$ cat src/rtl/stepgen_pkg.sv
// stepgen_pkg: shared state enum, velocity word type and clamp helper for the stepgen ramp logic
package stepgen_pkg;
  typedef enum logic [1:0] {HOLD, RAMP_UP, RAMP_DOWN, WDOG_STOP} state_e;
  localparam int F_DEF = 10;
  typedef logic signed [F_DEF:0] vel_t;
  function automatic int vel_max(input int f);
    return (1 << f) - 1;
  endfunction
endpackage

$ cat src/rtl/stepgen_velramp_tick.sv
// stepgen_velramp_tick: update-rate prescaler (tick) and watchdog tick counter (wdog_fire, only with STEPGEN_VELRAMP_WDOG_EN); ports clk, reset, enable, load, rate_div, wdog_timeout -> tick, wdog_fire
module stepgen_velramp_tick
  import stepgen_pkg::*;
#(
  parameter int P = 8,
  parameter int D = 12
) (
  input  logic         clk,
  input  logic         reset,
  input  logic         enable,
  input  logic         load,
  input  logic [P-1:0] rate_div,
  input  logic [D-1:0] wdog_timeout,
  output logic         tick,
  output logic         wdog_fire
);
  logic [P-1:0] pre_q, pre_d;
  assign tick = enable && pre_q == '0;
  always_comb begin
    pre_d = !enable ? pre_q : tick ? rate_div : pre_q - 1'b1;
  end
  always_ff @(posedge clk) begin
    if (reset) pre_q <= '0;
    else pre_q <= pre_d;
  end
`ifdef STEPGEN_VELRAMP_WDOG_EN
  logic [D-1:0] wd_q, wd_d;
  logic [D:0] wd_inc;
  assign wd_inc = {1'b0, wd_q} + 1'b1;
  // a load restarts the count and suppresses a coincident fire
  assign wdog_fire = tick && !load && wdog_timeout != '0 && wd_inc >= {1'b0, wdog_timeout};
  always_comb begin
    wd_d = load ? '0 : (tick && wd_q != '1) ? wd_inc[D-1:0] : wd_q;
  end
  always_ff @(posedge clk) begin
    if (reset) wd_q <= '0;
    else wd_q <= wd_d;
  end
`else
  logic unused_ok;
  assign unused_ok = ^{load, wdog_timeout};
  assign wdog_fire = 1'b0;
`endif
endmodule

$ cat src/rtl/stepgen_velramp.sv
// stepgen_velramp: accel-limited velocity ramp feeding stepgen velocity; ports clk, reset, enable, target/target_load, accel, rate_div, wdog_timeout -> velocity, at_speed, wdog_trip; watchdog built only with STEPGEN_VELRAMP_WDOG_EN
module stepgen_velramp
  import stepgen_pkg::*;
#(
  parameter int F = 10,
  parameter int A = 8,
  parameter int P = 8,
  parameter int D = 12
) (
  input  logic          clk,
  input  logic          reset,
  input  logic          enable,
  input  logic signed [F:0] target,
  input  logic          target_load,
  input  logic [A-1:0]  accel,
  input  logic [P-1:0]  rate_div,
  input  logic [D-1:0]  wdog_timeout,
  output logic signed [F:0] velocity,
  output logic          at_speed,
  output logic          wdog_trip
);
  localparam int VMAX_I = vel_max(F);
  localparam logic signed [F:0] VMAX = VMAX_I[F:0];
  localparam int W = (F + 2 > A ? F + 2 : A) + 1;
  logic signed [F:0] tgt_q, tgt_d, vel_q, vel_d, eff;
  logic signed [F+1:0] diff, stp;
  logic [W-1:0] mag;
  logic trip_q, trip_d, tick, fire;
  state_e st_q, st_d;
  stepgen_velramp_tick #(.P(P), .D(D)) u_tick (
    .clk(clk), .reset(reset), .enable(enable), .load(target_load),
    .rate_div(rate_div), .wdog_timeout(wdog_timeout), .tick(tick), .wdog_fire(fire)
  );
  assign eff = trip_q ? '0 : tgt_q;
  // one extra bit so the difference of two in-range velocities cannot overflow
  assign diff = {eff[F], eff} - {vel_q[F], vel_q};
  assign mag = W'(diff[F+1] ? -diff : diff);
  // only used when accel < |diff|, so truncation to F+2 bits is lossless there
  assign stp = (F + 2)'(accel);
  always_comb begin
    tgt_d = !target_load ? tgt_q : (target[F] && target[F-1:0] == '0) ? -VMAX : target;
    vel_d = !tick ? vel_q : mag <= W'(accel) ? eff : diff[F+1] ? vel_q - stp[F:0] : vel_q + stp[F:0];
    trip_d = target_load ? 1'b0 : fire ? 1'b1 : trip_q;
  end
  always_comb begin
    st_d = (target_load && st_q == WDOG_STOP) ? HOLD :
           !tick ? st_q :
           (trip_q || fire) ? WDOG_STOP :
           diff[F+1] ? RAMP_DOWN :
           diff != '0 ? RAMP_UP : HOLD;
  end
  always_ff @(posedge clk) begin
    if (reset) begin
      tgt_q <= '0;
      vel_q <= '0;
      trip_q <= 1'b0;
      st_q <= HOLD;
    end else begin
      tgt_q <= tgt_d;
      vel_q <= vel_d;
      trip_q <= trip_d;
      st_q <= st_d;
    end
  end
  assign velocity = vel_q;
  assign at_speed = vel_q == eff;
  assign wdog_trip = trip_q;
endmodule

$ cat config.mk
export PLATFORM = sky130hd
export DESIGN_NAME = stepgen_velramp
export DESIGN_NICKNAME = d
export VERILOG_FILES = /design/src/rtl/stepgen_pkg.sv /design/src/rtl/stepgen_velramp_tick.sv /design/src/rtl/stepgen_velramp.sv
export SDC_FILE = /design/constraint.sdc
export NUM_CORES = 1
export LEC_CHECK = 0
export BUFFER_PORTS_ARGS = -buffer_cell sky130_fd_sc_hd__buf_4
export CORE_UTILIZATION = 40
export CTS_CLUSTER_SIZE = 10
export DETAILED_ROUTE_END_ITERATION = 8
export GPL_ROUTABILITY_DRIVEN = 1
export PLACE_DENSITY = 0.56
export SLEW_MARGIN = 25
export SYNTH_ARGS = -nofsm -noshare
export SYNTH_HDL_FRONTEND = slang
export SYNTH_SLANG_ARGS = --single-unit
export TNS_END_PERCENT = 20
$ cat constraint.sdc
create_clock -name clk -period 10.55 [get_ports clk]
set_input_delay 2.6375 -clock clk [delete_from_list [all_inputs] [get_ports clk]]
set_output_delay 2.6375 -clock clk [all_outputs]
set_load 0.005 [all_outputs]
==> summary.md <==
| Metric | Value |
|---|---|
| Main synth FF type | dfxtp_1 |
| Status | finished, final reports clean |
| I/O Buffers | 42 |
| Seq/Total Area, Yosys | between 10% and 20% |
| RSZ-0062 raised after global routing | false |
| Synth top area share | a little under a fifth |
| RD Place Congestion | 0.896 |
| CP Launch Type | input port |
| Max transition margin | between 40% and 50% |
| Synth cell types | 63 |
| Cell type with the largest total area after synthesis | dfxtp_1 |
| Via count | 3070 |
| Core Rows | 32 |
| Cell with the most instances after synthesis | nor2_1 |
| Wire per inst | between 10 and 15 um |
| Starting density of the core | 41.2% |
| Gr usage total | between 10% and 20% |
| Die height | approximately 91 um |
| Diode count | 0 |
| Total iterations of the first detailed-routing run | 4 |
| Yosys warnings | 0 |
| Core Area | approximately 7700 um^2 |
| Post-synth EDFFs | 0 |
| Synth Register Bits | 30 |
| Slew @ Worst Pin | 0.828 ns |
| Static Leak | between 1.5 and 2 nW |
| Hold_buf cts | 0 |
| Largest net degree at the start of global routing | 38 |
| ANT nets after route | 0 |
| Placed instance area | around 3500 um^2 |
| # DRC | 0 |
| Max_cap viols | 0 |
| Dpl hpwl | 6.40 mm |
| Grt total ovfl | 0 |
| H-Tree Depth | 2 |
| Vias per cell | approximately 5.6 |
| Final period util | between 40 and 50% |
| FFs w/ async S/R, synth | 0% |
| Layout cell share with drive strength beyond 1 | 15.3% |
| Area Overhead vs Synth | 12.9% |
| Final wirelength | between 8 and 9 mm |
| Netlist Area Pre-Place | about 3200 um^2 |
| Syn_nets | a little under 500 |
| VDD IR max | roughly 0.000098 V |
| Chip width | 91.2 um |
| Syn Area/Cell | 7.67 um^2 |
| Antenna violations before repair | 0 |
| Post-synth top cells | nor2_1 (53), ha_1 (32), dfxtp_1 (30), inv_1 (30), nand2_1 (24) |
| Clock Pin Slew Worst Setup and Hold Paths | about 0.060 ns |
| Worst-Skew Late Latency | between 0.2 and 0.3 ns |
| Nets | roughly 520 |
| Full die area | 8320 um^2 |
| Design Area, Final | about 3600 um^2 |
| Fill cell count | approximately 800 |
| Iter 0 DRT Violations | between 150 and 200 |
| Max FO, Critical Path | 5 |
| Clock Sinks | 30 |
| Post-CTS Setup Inserts | 0 |
| Worst setup EP type | flop |
| Synth area leaders | dfxtp_1 (19%), ha_1 (13%), nor2_1 (6.3%) |
| Post-cts sizing count | 0 |
| Buffer type at the clock tree root | clkbuf_8 |
| Fin. max-slew vios | 0 |
| Crit Path Class | input port to flop |
| Setup tns final | 0 ns |
| Worst min-delay path class | flop to flop |
| Final Critical Period | between 5 and 6 ns |
| Maximum buffer depth of the clock tree | 2 |
| Worst EP required | 10.72 ns |
| PwrDens | around 260 nW/um^2 |
| First-pass GRT wire length | 13.3 mm |
| # IOs | 56 |
| CTS tree | done |
| Num CTS Buffers | 5 |
| Final Hold Vio Count | 0 |
| Via count of the first global-routing pass | around 2.8k |
| Data arrival, critical path | 5.42 ns |
| Mapped Cells | 415 |
| Final setup fails | 0 |
| Clk_skew | between 0.003 and 0.004 ns |
| Fmax | 0.190 GHz |
## registers in the layout (all words and copies together), names as in the netlist
signal,flops
velocity,11
u_tick.pre_q,8
tgt_q,11
## cells in the final DEF, fill, tap and decap left out, drive strengths merged, types with 8 or more instances in the layout
cell type,n
xnor2,15
o21ai,27
inv,30
nor3,8
nand3,14
xor2,8
buf,45
nor2,53
mux2i,12
nand2,24
nor2b,8
a21oi,22
a211oi,8
dfxtp,30
ha,32
## final timing paths
check                  startpoint              end  slack [ns]  cells after the start
hold / removal    u_tick.pre_q[4]  u_tick.pre_q[4]        0.50                      2
setup / recovery         accel[0]     velocity[10]        5.29                     14
hold reg to reg   u_tick.pre_q[4]  u_tick.pre_q[4]        0.50                      2
setup reg to reg      velocity[6]     velocity[10]        5.81                     19
## report_power, final
part	switching [mW]	total, mW	leakage [nW]	internal (mW)
combinational	0.388	0.679	1.25	0.291
sequential	0.0190	0.149	0.247	0.130
clock	0.0410	0.0912	0.0431	0.0502
total	0.448	0.919	1.54	0.471
## logic make-up (layout without fill, tap and decap cells)
kind of cell	after synthesis	count (layout)	share of synthesized area, %
simple gates	152	152	24.6
compound gates	110	110	23.5
buf+inv	51	81	8.25
fa+ha+maj	34	34	13.8
flops	30	30	18.9
xor+xnor	23	23	6.33
mux	14	14	4.48
other cells	1	1	0.118
## per-stage QoR
| step | power [mW] | std cells | hold WS [ns] | worst slack (ns) | util (%) |
|---|---|---|---|---|---|
| 4_1_cts | 0.922 | 547 | 0.502 | 5.29 | 46.5 |
| 6_report | 0.919 | 547 | 0.496 | 5.29 | 46.5 |
| 3_3_place_gp | 0.819 | 541 | 0.493 | 5.04 | 45.5 |
| 5_1_grt | 1.02 | 547 | 0.517 | 5.08 | 46.5 |
| 3_5_place_dp | 0.823 | 541 | 0.494 | 5.00 | 45.5 |
| 2_1_floorplan | 0.703 | 415 | 0.465 | 5.37 | - |
## metal layers
| metal | track usage (%) | up-vias | routed length, um |
|---|---|---|---|
| met5 | 0 | - | 0 |
| met4 | 5.95 | 0 | 68 |
| met3 | 2.35 | 4 | 333 |
| met2 | 34.1 | 76 | 3870 |
| met1 | 26.0 | 1417 | 3740 |
| li1 | - | 1573 | - |
## cell type report
| class | instances | area (um^2) | area share, % |
|---|---|---|---|
| Tap cell | 102 | 128 | 3.55 |
| Inverter | 30 | 113 | 3.13 |
| Clock buffer | 6 | 82.6 | 2.30 |
| Sequential cell | 30 | 601 | 16.7 |
| Multi-Input combinational cell | 334 | 2330 | 64.9 |
| Timing Repair Buffer | 45 | 338 | 9.40 |
## critical path, cell delays in order
cell	delay [ns]
buf_4	0.12
inv_1	0.04
ha_1	0.26
a21oi_1	0.09
fa_1	0.45
a21o_1	0.17
a21oi_1	0.22
o21bai_1	0.11
a2111o_1	0.43
a41oi_1	0.24
xor2_1	0.22
nor3b_1	0.21
o22ai_1	0.09
o311ai_0	0.13
Power figures use the tool's default switching activity.
